<file path="config.mk">
export PLATFORM = sky130hd
export DESIGN_NAME = seq_chunk_adder
export DESIGN_NICKNAME = d
export VERILOG_FILES = /design/src/rtl/seq_chunk_adder.sv
export SDC_FILE = /design/constraint.sdc
export NUM_CORES = 1
export LEC_CHECK = 0
export CAP_MARGIN = 25
export CORE_UTILIZATION = 47
export CTS_CLUSTER_DIAMETER = 60
export CTS_CLUSTER_SIZE = 30
export DETAILED_ROUTE_END_ITERATION = 16
export PLACE_DENSITY = 0.77
export SYNTH_ARGS = -nofsm -noshare
export SYNTH_HDL_FRONTEND = slang
export SYNTH_SLANG_ARGS = --single-unit
export TNS_END_PERCENT = 50
</file>
<file path="constraint.sdc">
create_clock -name clk -period 1.9 [get_ports clk]
set_input_delay 0.38 -clock clk [delete_from_list [all_inputs] [get_ports clk]]
set_output_delay 0.38 -clock clk [all_outputs]
set_load 0.01 [all_outputs]
</file>
<file path="src/rtl/seq_chunk_adder.sv">
// Multi-cycle adder: sums WIDTH-bit operands CHUNK bits per clock, LSB chunk first.
// Define ADDER_SUB_EN to add the sub port (a - b as a + ~b + 1).
module seq_chunk_adder #(
  parameter int unsigned WIDTH = 32,
  parameter int unsigned CHUNK = 4
) (
  input  logic             clk,
  input  logic             rst_n,
  input  logic             start,
  input  logic [WIDTH-1:0] a,
  input  logic [WIDTH-1:0] b,
  input  logic             cin,
`ifdef ADDER_SUB_EN
  input  logic             sub,
`endif
  output logic             busy,
  output logic             done,
  output logic [WIDTH-1:0] sum,
  output logic             cout,
  output logic             ovf,
  output logic             zero
);

  localparam int unsigned N  = WIDTH / CHUNK;
  localparam int unsigned KW = (N > 1) ? $clog2(N) : 1;
  localparam logic [KW-1:0] KLast = KW'(N - 1);

  if ((WIDTH % CHUNK) != 0 || CHUNK == 0) begin : g_bad_params
    $error("seq_chunk_adder: WIDTH must be a non-zero multiple of CHUNK");
  end

  typedef enum logic [1:0] {StIdle, StRun, StDone} state_e;

  state_e           r_state;
  state_e           w_state_next;

  logic [WIDTH-1:0] r_a;
  logic [WIDTH-1:0] r_b;
  logic             r_carry;
  logic [KW-1:0]    r_k;
  logic [WIDTH-1:0] r_acc;
  logic [WIDTH-1:0] r_sum;
  logic             r_cout;
  logic             r_ovf;
  logic             r_zero;

  logic             w_sub;
  logic             w_capture;
  logic             w_last;
  logic [CHUNK-1:0] w_a_c;
  logic [CHUNK-1:0] w_b_c;
  logic [CHUNK:0]   w_chunk_full;
  logic [CHUNK-1:0] w_chunk_sum;
  logic             w_carry_next;
  logic             w_cin_msb;
  logic [WIDTH-1:0] w_acc_next;

`ifdef ADDER_SUB_EN
  assign w_sub = sub;
`else
  assign w_sub = 1'b0;
`endif

  assign w_capture = start && (r_state != StRun);
  assign w_last    = (r_k == KLast);

  // Operands shift right each RUN cycle, so the current chunk always sits at the bottom.
  assign w_a_c        = r_a[CHUNK-1:0];
  assign w_b_c        = r_b[CHUNK-1:0];
  assign w_chunk_full = {1'b0, w_a_c} + {1'b0, w_b_c} + {{CHUNK{1'b0}}, r_carry};
  assign w_chunk_sum  = w_chunk_full[CHUNK-1:0];
  assign w_carry_next = w_chunk_full[CHUNK];
  // Carry into the chunk MSB recovered from s = a ^ b ^ c; on the last chunk this is bit WIDTH-1.
  assign w_cin_msb    = w_a_c[CHUNK-1] ^ w_b_c[CHUNK-1] ^ w_chunk_sum[CHUNK-1];
  assign w_acc_next   = (r_acc >> CHUNK) | (WIDTH'(w_chunk_sum) << (WIDTH - CHUNK));

  always_ff @(posedge clk or negedge rst_n) begin
    if (!rst_n) begin
      r_state <= StIdle;
    end else begin
      r_state <= w_state_next;
    end
  end

  always_comb begin
    w_state_next = r_state;
    unique case (r_state)
      StIdle:  if (start) w_state_next = StRun;
      StRun:   if (w_last) w_state_next = StDone;
      StDone:  w_state_next = start ? StRun : StIdle;
      default: w_state_next = StIdle;
    endcase
  end

  always_comb begin
    busy = (r_state == StRun);
    done = (r_state == StDone);
  end

  always_ff @(posedge clk or negedge rst_n) begin
    if (!rst_n) begin
      r_a     <= '0;
      r_b     <= '0;
      r_carry <= 1'b0;
      r_k     <= '0;
      r_acc   <= '0;
      r_sum   <= '0;
      r_cout  <= 1'b0;
      r_ovf   <= 1'b0;
      r_zero  <= 1'b0;
    end else if (w_capture) begin
      r_a     <= a;
      r_b     <= w_sub ? ~b : b;
      r_carry <= w_sub ? 1'b1 : cin;
      r_k     <= '0;
      r_acc   <= '0;
    end else if (r_state == StRun) begin
      r_a     <= r_a >> CHUNK;
      r_b     <= r_b >> CHUNK;
      r_carry <= w_carry_next;
      r_k     <= r_k + KW'(1);
      r_acc   <= w_acc_next;
      if (w_last) begin
        r_sum  <= w_acc_next;
        r_cout <= w_carry_next;
        r_ovf  <= w_cin_msb ^ w_carry_next;
        r_zero <= (w_acc_next == '0);
      end
    end
  end

  assign sum  = r_sum;
  assign cout = r_cout;
  assign ovf  = r_ovf;
  assign zero = r_zero;

endmodule
</file>
==> flow_results.xml <==
<?xml version="1.0" encoding="UTF-8"?>
<metrics>
  <group name="status">
    <metric name="status" unit="">finished, violations left</metric>
    <metric name="failed_checks" unit="">setup timing</metric>
  </group>
  <group name="synth">
    <metric name="number_of_flops_mapped_to_enable_cells_by_yosys" unit="">0</metric>
    <metric name="netlist-cell-type-count" unit="">31</metric>
    <metric name="warnings_from_yosys" unit="">0</metric>
    <metric name="synth_seq_cells" unit="">133</metric>
    <metric name="synth_seq_area_share" unit="">0.567</metric>
    <metric name="post_synth_mux_area_share" unit="">0.183</metric>
    <metric name="synth_simple_gate_area_frac" unit="">0.103</metric>
    <metric name="async_reset_ff_frac" unit="">1.00</metric>
    <metric name="synth_top_family_by_area" unit="">multiplexers</metric>
    <metric name="synth.net_count" unit="">598</metric>
    <metric name="synth_compound_area_frac" unit="">0.0866</metric>
    <metric name="synth_largest_area_cell" unit="">sky130_fd_sc_hd__dfrtp_1</metric>
    <metric name="synthesis.area_per_instance" unit="µm²">11.2</metric>
    <metric name="synthXorXnorAreaFrac" unit="">0.00448</metric>
    <metric name="netlist.area_leader.share" unit="">0.567</metric>
    <metric name="syn-cell-area" unit="µm²">5870</metric>
    <metric name="synth.area.top_cells" unit="">sky130_fd_sc_hd__dfrtp_1, sky130_fd_sc_hd__mux2i_1, sky130_fd_sc_hd__o21ai_0</metric>
    <metric name="postSynthCellCount" unit="">523</metric>
    <metric name="synth_top_flop_cell" unit="">sky130_fd_sc_hd__dfrtp_1</metric>
    <metric name="synth_adder_area_share" unit="">0.0175</metric>
  </group>
  <group name="pwr">
    <metric name="ir_worst_vdd" unit="mV">0.734</metric>
    <metric name="power.density" unit="nW/µm²">1580</metric>
    <metric name="leak_pwr" unit="µW">0.00361</metric>
  </group>
  <group name="cells_and_area">
    <metric name="finalCoreUtilization" unit="">0.633</metric>
    <metric name="nets" unit="">699</metric>
    <metric name="area.growth.synth_to_final" unit="%">30.6</metric>
    <metric name="highest_count_cells_in_the_layout_ignoring_fill_and_taps" unit="">sky130_fd_sc_hd__dfrtp_1, sky130_fd_sc_hd__nand2_1, sky130_fd_sc_hd__clkdlybuf4s50_1, sky130_fd_sc_hd__o21ai_0, sky130_fd_sc_hd__mux2i_1</metric>
    <metric name="fillCellCount" unit="">964</metric>
    <metric name="num_antenna_cells" unit="">0</metric>
    <metric name="layout_commonest_cell" unit="">sky130_fd_sc_hd__dfrtp_1</metric>
    <metric name="finish.instance_area" unit="µm²">7660</metric>
    <metric name="register_area" unit="µm²">3330</metric>
    <metric name="multi_input_comb_area" unit="µm²">2340</metric>
    <metric name="drive_gt1_frac" unit="">0.124</metric>
  </group>
  <group name="global_routing">
    <metric name="grt_pass1_vias" unit="">4097</metric>
    <metric name="grt.overflow.total" unit="">0</metric>
    <metric name="pin_count_of_the_biggest_net_entering_global_routing" unit="">122</metric>
    <metric name="grt_first_pass_wirelength" unit="µm">19700</metric>
    <metric name="antenna_found_initial" unit="">0</metric>
    <metric name="total_routing_usage_reported_by_global_routing" unit="">0.197</metric>
  </group>
  <group name="routing">
    <metric name="postRouteAntennaNets" unit="">0</metric>
    <metric name="wirelength" unit="µm">11800</metric>
    <metric name="post_drt_via_cell_ratio" unit="">4.99</metric>
    <metric name="detailedRoute.firstPassIterationCount" unit="">6</metric>
    <metric name="wl_per_cell" unit="µm">14.7</metric>
    <metric name="number_of_drc_violations_after_detailed_routing_iteration_0" unit="">151</metric>
    <metric name="vias" unit="">4011</metric>
    <metric name="drc" unit="">0</metric>
  </group>
  <group name="placed_design">
    <metric name="pre_cts_slack" unit="ns">-0.246</metric>
    <metric name="buffers_on_ports" unit="">104</metric>
    <metric name="placed_standard_cell_area" unit="µm²">7100</metric>
    <metric name="routabilityCongestion" unit="">0.773</metric>
    <metric name="post-dp-hpwl" unit="µm">8140</metric>
  </group>
  <group name="timing">
    <metric name="relSlewSlack" unit="">0.368</metric>
    <metric name="report.final.hold_viol_count" unit="">0</metric>
    <metric name="setup_viol" unit="">1</metric>
    <metric name="setup_ws" unit="ns">-0.204</metric>
    <metric name="timing.final.crit_share" unit="">1.11</metric>
    <metric name="tightestPinTransition" unit="ns">0.947</metric>
    <metric name="grt_setup_unrepaired" unit="">yes</metric>
    <metric name="fmax" unit="MHz">475</metric>
    <metric name="timing.final.max_slew_violations" unit="">0</metric>
    <metric name="finalClockSkew" unit="ns">0.00387</metric>
    <metric name="fin_crit" unit="ns">2.10</metric>
  </group>
  <group name="worst_setup_path">
    <metric name="timing.reg2reg.worst_path_depth" unit="">8</metric>
    <metric name="reg2reg_from" unit="">r_carry</metric>
    <metric name="worstReg2RegEnd" unit="">zero</metric>
    <metric name="ff2ff_setup_slack" unit="ns">-0.20</metric>
    <metric name="timing.critical_path.required" unit="ns">2.24</metric>
    <metric name="start_kind" unit="">register</metric>
    <metric name="setup.worst_path.start" unit="">r_carry</metric>
    <metric name="timing.critical_path.fanout_max" unit="">3</metric>
    <metric name="setup.worst_path.end_class" unit="">register</metric>
    <metric name="worst-endpoint-arrival" unit="ns">2.45</metric>
    <metric name="criticalPathCategory" unit="">register to register</metric>
    <metric name="crit_end" unit="">zero</metric>
  </group>
  <group name="clock_network">
    <metric name="cts.htree.levels" unit="">4</metric>
    <metric name="number_of_buffers_created_by_cts" unit="">17</metric>
    <metric name="clock_tree.root_cell" unit="">sky130_fd_sc_hd__clkbuf_16</metric>
    <metric name="ctsLongestPathBuffers" unit="">2</metric>
    <metric name="path_clk_slew" unit="ns">0.05</metric>
    <metric name="postCtsSetupRepairBufs" unit="">0</metric>
    <metric name="tritoncts_clock_tree" unit="">done</metric>
    <metric name="clock_latency" unit="ns">0.40</metric>
    <metric name="cts_sinks" unit="">133</metric>
  </group>
  <group name="hold_path">
    <metric name="holdCritPathClass" unit="">primary input to asynchronous set/reset pin</metric>
  </group>
  <group name="floorplan">
    <metric name="design.portCount" unit="">105</metric>
    <metric name="placement_rows" unit="">40</metric>
    <metric name="die-height" unit="µm">114</metric>
    <metric name="die_w" unit="µm">114</metric>
    <metric name="fp.dieArea" unit="µm²">12900</metric>
    <metric name="placeableCoreArea" unit="µm²">12100</metric>
    <metric name="start_util" unit="">0.484</metric>
  </group>
  <group name="flow_run">
    <metric name="cap_violations" unit="">0</metric>
  </group>
</metrics>
[sequential cells by signal, indices dropped and copies added, names as in the netlist]
| name | cells |
|---|---|
| r_acc | 28 |
| r_state | 2 |
| r_a | 32 |
| r_b | 32 |
| r_k | 3 |
| r_carry | 1 |
| ovf | 1 |
| sum | 32 |
| zero | 1 |
| cout | 1 |
[kinds of logic after synthesis]
family	after synthesis
mux	93
simple gates	146
buf+inv	42
xor+xnor	3
compound gates	99
flops	133
fa+ha+maj	7
[per-layer routing]
| layer | GRT usage | wire, µm | up-vias |
|---|---|---|---|
| li1 | - | - | 1982 |
| met1 | 0.242 | 5120 | 1925 |
| met2 | 0.318 | 5830 | 93 |
| met3 | 0.0776 | 762 | 11 |
| met4 | 0.0632 | 119 | 0 |
| met5 | 0 | 0 | - |
[worst min-delay path by stage]
stage,startpoint,end,slack (ns)
6_report,rst_n,sum[8],0.45
5_1_grt,rst_n,sum[8],0.47
4_1_cts,rst_n,sum[8],0.44
3_5_place_dp,rst_n,sum[12],0.30
3_3_place_gp,rst_n,sum[7],0.30
2_1_floorplan,rst_n,cout,0.08
[cells in the mapped netlist (2+ instances only)]
library cell,instances
sky130_fd_sc_hd__buf_4,5
sky130_fd_sc_hd__nor2_1,9
sky130_fd_sc_hd__a21oi_1,3
sky130_fd_sc_hd__o21ai_0,92
sky130_fd_sc_hd__xnor2_1,2
sky130_fd_sc_hd__nand2_1,118
sky130_fd_sc_hd__nor4_1,6
sky130_fd_sc_hd__mux2_4,29
sky130_fd_sc_hd__inv_1,6
sky130_fd_sc_hd__clkbuf_1,16
sky130_fd_sc_hd__fa_1,2
sky130_fd_sc_hd__ha_1,5
sky130_fd_sc_hd__mux2i_1,64
sky130_fd_sc_hd__dfrtp_1,133
sky130_fd_sc_hd__buf_6,4
sky130_fd_sc_hd__buf_2,10
sky130_fd_sc_hd__nand3_1,5
[cell type report]
class | count | share of cell area
tap | 168 | 0.0274
sequential | 133 | 0.434
multi-input combinational | 348 | 0.305
clock buffer | 27 | 0.0656
timing repair buffer | 117 | 0.158
inverter | 7 | 0.00375
clock inverter | 4 | 0.00588
[stage by stage]
stage	hold slack [ns]	setup TNS, ns	power [µW]	instances
3_5_place_dp	0.300	-0.287	9150	772
6_report	0.449	-0.204	12100	804
5_1_grt	0.467	-0.361	12900	804
4_1_cts	0.442	-0.220	12200	804
2_1_floorplan	0.0844	0	7420	523
3_3_place_gp	0.296	-0.0470	8930	772
[power breakdown]
group | switching (µW) | internal, µW
logic | 2020 | 2150
registers | 871 | 4060
clock network | 1100 | 1930
total | 3990 | 8130
[what timing repair did]
action,CTS,global route
resized for setup,5,0
hold buffers,1,0
hold endpoints to repair,34,0
setup endpoints to repair,4,2
pin swaps,0,1
[worst max-delay path, stage by stage, from the launching register on]
cell	delay [ns]
sky130_fd_sc_hd__dfrtp_1	0.34
sky130_fd_sc_hd__inv_2	0.05
sky130_fd_sc_hd__fa_2	0.40
sky130_fd_sc_hd__inv_2	0.07
sky130_fd_sc_hd__fa_1	0.46
sky130_fd_sc_hd__nor4b_2	0.25
sky130_fd_sc_hd__nand4_1	0.14
sky130_fd_sc_hd__nor3_2	0.17
sky130_fd_sc_hd__a31o_2	0.18
No activity file was read; power rests on OpenSTA's default activity.
==> variant 1 (same settings) <==
Add a define of `ADDER_SUB_EN`.
--- a/src/rtl/seq_chunk_adder.sv
+++ b/src/rtl/seq_chunk_adder.sv
@@ -1,5 +1,7 @@
 // Multi-cycle adder: sums WIDTH-bit operands CHUNK bits per clock, LSB chunk first.
 // Define ADDER_SUB_EN to add the sub port (a - b as a + ~b + 1).
+`define ADDER_SUB_EN
+
 module seq_chunk_adder #(
   parameter int unsigned WIDTH = 32,
   parameter int unsigned CHUNK = 4
Ports: changed (added sub); port bits go from 105 to 106. No check against the original RTL was run, so the function may have changed too.
==> variant 1 against the original RTL <==
  * The run still ends with negative setup slack left
  * First-iteration DRC count rose by 37%
  * Utilization is 0.18 points lower
  * Die area up 4.4%
  * Global-route usage rose by 0.77 points
  * Sequential cell count unchanged
  * Largest cell class unchanged
  * Sequential power barely moved
  * Highest routed layer unchanged
  * Cell area up 4.3%
  * Via count is 11% higher
  * Worst hold slack improved by 0.014 ns
  * Power is 3.8% higher
  * Routed wire length rose by 7.4%
  * Setup slack got worse by 0.055 ns
  * Largest power group unchanged
  * Synthesized area grew 4.5%
==> variant 1: results (changes against the original RTL) <==
Layout:
- The count of sequential standard cells came to 133 (unchanged).
- The total of plain and repair buffers excluding clock buffers is 123 (+5.1%).
- The share of final layout cell area taken by non-clock buffers is 15.2% (-0.62 points).
- The number of nets in the layout is 766 (+9.6%).
- The ratio of cells with drive above 1 in the final layout came to 12.8% (+0.38 points).

Yosys:
- The commonest cells after synthesis are sky130_fd_sc_hd__dfrtp_1, sky130_fd_sc_hd__nand2_1, sky130_fd_sc_hd__o21ai_0, sky130_fd_sc_hd__nor2_1, sky130_fd_sc_hd__xnor2_1.
- Yosys attributes the largest share of cell area to sky130_fd_sc_hd__dfrtp_1, sky130_fd_sc_hd__o21ai_0, sky130_fd_sc_hd__nand2_1, sky130_fd_sc_hd__mux2_4, sky130_fd_sc_hd__mux2i_1.
- The number of different library cells in the post-synthesis netlist is 35 (+13%).
- The fraction of synthesized area in multiplexers is 12.3% (-6.0 points).
- The average footprint of a synthesized cell is 10.4 µm² (-7.4%).
- The post-synthesis share of cell area spent on full adders, half adders and majority gates was 1.67% (-0.075 points).
- The part of the Yosys area used for sequential elements was 54.3% (-2.4 points).
- The share of the synthesized area in compound gates (AO/OA/AOI/OAI) came to 11.0% (+2.4 points).

Critical path:
- The largest individual stage delay along the critical path comes from the cell sky130_fd_sc_hd__fa_2.
- The arrival time at the worst endpoint came to 2.52 ns (+0.07 ns).
- The critical-path maximum fanout is 2 (-1).

Floorplan:
- The placeable core area came to 0.0127 mm² (+4.6%).

Detailed routing:
- The routed wire length on met3 is 644 µm (-15%).
- The violation count after the first detailed-route iteration is 207 (+37%).
- The final wirelength was 12700 µm (+7.4%).

Pwr:
- The total leakage power is 3.62 nW (+0.28%).
- The clock network fraction of total power is 27.6% (+2.7 points).
- The sequential share of power is 39.1% (-1.6 points).
- The switching power of the nets was 4.06 mW (+1.8%).

Placement:
- The final RePlAce weighted congestion was 0.856 (+11%).

Global routing:
- The first-pass GRT wire length is 20900 µm (+6.1%).
- The met1 layer usage reported by global route is 25.0% (+0.73 points).
- The met2 track demand over resource in global routing was 34.6% (+2.7 points).

Run status:
- The final reports fail on negative setup slack.
- The run finished, with violations left.

Timing:
- The post-route worst setup slack is -0.259 ns (-0.0549 ns).
- The final setup violation count was 1 (unchanged).
- The transition time at the pin with the least slew margin is 0.891 ns (-0.0557 ns).

Clock tree:
- The worst-skew pair later-pin latency is 0.42 ns (+0.02 ns).
## variant 1: final timing paths
kind,start,end,slack [ns],depth (start not counted)
max,r_carry,zero,-0.26,8
min,rst_n,r_acc[17],0.46,2
max reg2reg,r_carry,zero,-0.26,8
min reg2reg,r_b[10],r_b[6],0.48,2
max in group asynchronous,rst_n,r_acc[25],0.82,3
min in group clk,r_b[10],r_b[6],0.48,2
## variant 1: metrics by stage
stage / utilization [%] / instance area (µm²) / setup slack [ns] / hold slack (ns)
after floorplan: - / 6140 / -0.00779 / 0.0844
after global placement: 57.9 / 7340 / -0.0562 / 0.334
after detailed placement: 57.9 / 7340 / -0.228 / 0.344
after CTS: 63.1 / 7990 / -0.210 / 0.478
after global routing: 63.1 / 8000 / -0.364 / 0.501
final: 63.1 / 8000 / -0.259 / 0.463
## variant 1: timing repair
action / in CTS / in global routing
pin swaps: 0 / 1
endpoints found under the hold margin: 44 / 0
setup endpoints to repair: 4 / 2
hold buffers: 1 / 0
resized for setup: 4 / 2
cloned: 0 / 0
==> variant 2 (same settings) <==
Made on the original files. Re-encode `state_e` (3 states) as one-hot, 3 bits wide.
--- a/src/rtl/seq_chunk_adder.sv
+++ b/src/rtl/seq_chunk_adder.sv
@@ -29,7 +29,7 @@
     $error("seq_chunk_adder: WIDTH must be a non-zero multiple of CHUNK");
   end
 
-  typedef enum logic [1:0] {StIdle, StRun, StDone} state_e;
+  typedef enum logic [2:0] {StIdle = 3'b001, StRun = 3'b010, StDone = 3'b100} state_e;
 
   state_e           r_state;
   state_e           w_state_next;
Function: no difference found for any inputs over 10 cycles, from zero or initial values and one cycle with rst_n low; not proved beyond that.
==> variant 2 against the original RTL <==
  * The run still ends with negative setup slack left
  * Cell area is 1.3% higher
  * Via count is 9.1% higher
  * Setup slack better by 0.072 ns
  * Clock power is 1% higher
  * Count of clock-buffer cells in the layout is 3 lower
  * Sequential cell count is 1 higher
  * Global-route usage is 1.3 points higher
  * Synthesized cell count is 13% higher
  * Routed wire length is 4.1% higher
  * Largest power group unchanged
  * Power is 22% lower
  * Sequential power is 17% lower
  * Synthesized area is 1.0% higher
==> variant 2: results (changes against the original RTL) <==
Yosys:
- The count of yosys warnings during synthesis is 0 (unchanged).
- After synthesis, the cell types taking the most area are sky130_fd_sc_hd__dfrtp_1, sky130_fd_sc_hd__nand2_1, sky130_fd_sc_hd__mux2i_1, sky130_fd_sc_hd__o21ai_0, sky130_fd_sc_hd__nand2b_1.
- The part of the Yosys area used for sequential elements is 56.6% (-0.12 points).
- Counting instances in the post-synthesis netlist gives the leading cell types as sky130_fd_sc_hd__nand2_1, sky130_fd_sc_hd__dfrtp_1, sky130_fd_sc_hd__o21ai_0, sky130_fd_sc_hd__mux2i_1, sky130_fd_sc_hd__nand2b_1.
- The number of different library cells in the post-synthesis netlist is 38 (+23%).
- The total nets after synthesis was 667 (+12%).
- The average footprint of a synthesized cell is 10.0 µm² (-11%).

Timing:
- The worst max-slew margin expressed relative to the limit was 67.9% (+31 points).
- The total negative slack is -0.133 ns (+0.0716 ns).
- The post-route worst setup slack is -0.133 ns (+0.0716 ns).
- The maximum clock skew at final layout came to 0.00779 ns (+0.00392 ns).
- The final setup violation count is 1 (unchanged).

Run status:
- The checks that failed: negative setup slack.
- The flow ran to the end, but the final reports show violations.

Detailed routing:
- The number of nets with antenna violations after detailed routing is 0 (unchanged).
- The length of routed wiring on met1 was 5540 µm (+8.3%).
- The violation count after the first detailed-route iteration is 250 (+66%).
- The number of iterations in the first detailed-routing pass came to 4 (-2).
- The routed wire length on met3 came to 620 µm (-19%).
- The final wirelength is 12300 µm (+4.1%).
- The met2 wirelength from detailed routing is 6020 µm (+3.3%).
- The per-cell routed wire length is 14.1 µm (-4.4%).
- The count of vias placed by the detailed router is 4374 (+9.1%).

Placement:
- The count of placed standard cells including taps is 842 (+9.1%).
- The final RePlAce weighted congestion is 0.783 (+1.3%).
- The post-place instance area is 0.00719 mm² (+1.3%).
- The half-perimeter wire length after placement is 8430 µm (+3.5%).
- The setup slack at placement is -0.157 ns (+0.0888 ns).

Critical path:
- The critical-path maximum fanout is 2 (-1).
- In this run the critical register-to-register path is launched from r_a[0].
- The arrival time at the worst endpoint is 2.38 ns (-0.07 ns).

Clock tree:
- The post-CTS setup repair buffer count is 1 (+1).
- The worst-skew pair later-pin latency is 0.41 ns.
- The number of instances resized during post-cts repair is 5 (unchanged).

Layout:
- The number of nets in the layout is 770 (+10%).
- The number of antenna cells inserted is 0 (unchanged).
- The ratio of cells with drive above 1 in the final layout is 8.33% (-4.1 points).

Global routing:
- The first-pass GRT wire length is 21100 µm (+7.1%).
- The total routing resource utilization after global routing is 21.0% (+1.3 points).
- The met2 track demand over resource in global routing is 34.8% (+3.0 points).
- The met1 layer usage reported by global route came to 25.8% (+1.6 points).
- The global-route track usage on met3 is 6.72% (-1.0 points).
- The pin count of the biggest net entering global routing is 89 (-27%).

Pwr:
- The switching power of the nets is 2.86 mW (-28%).
- The total leakage power was 3.47 nW (-3.9%).

Hold path:
- The class of the worst hold path is input port to flip-flop.
## variant 2: power by group through the flow
stage	Clock (mW)	Sequential, mW	Combinational (mW)
3_3_place_gp	0	4.09	2.13
5_1_grt	3.25	4.19	2.60
3_5_place_dp	0	4.13	2.23
6_report	3.06	4.09	2.30
2_1_floorplan	0	3.97	1.56
4_1_cts	3.12	4.09	2.33
## variant 2: worst max-delay path, stage by stage, from the launching register on
cell and delay, ns:
sky130_fd_sc_hd__dfrtp_1 0.37, sky130_fd_sc_hd__inv_2 0.05, sky130_fd_sc_hd__fa_2 0.38, sky130_fd_sc_hd__inv_2 0.06
sky130_fd_sc_hd__fa_1 0.44, sky130_fd_sc_hd__nor4b_2 0.24, sky130_fd_sc_hd__nand4_1 0.13, sky130_fd_sc_hd__nor3_1 0.15
sky130_fd_sc_hd__a31o_1 0.15
## variant 2: worst min-delay path by stage
stage                     slack [ns]  endpoint  depth (start not counted)  startpoint
after floorplan                 0.08      cout                          0       rst_n
after global placement          0.35    sum[3]                          1       rst_n
after detailed placement        0.35    sum[3]                          1       rst_n
after CTS                       0.43   r_a[28]                          3       start
after global routing            0.45   r_a[31]                          3       start
final                           0.44   r_a[28]                          3       start
## variant 2: cell families after synthesis
family,Yosys count,share of synthesized area [%]
AOI/OAI and AO/OA,102,8.87
and+or+nand+nor,237,17.4
adders and majority gates,7,1.73
xor gates and xnor gates,3,0.443
buffers and inverters,45,4.14
DFF,134,56.6
muxes,64,10.8
## variant 2: area by class of cell
cell class / count / area [µm²]
Fill cell: 986 / 4400
Sequential cell: 134 / 3350
Multi-Input combinational cell: 413 / 2340
Timing Repair Buffer: 122 / 1270
Clock buffer: 24 / 482
Tap cell: 168 / 210
Clock inverter: 8 / 73.8
Inverter: 7 / 33.8
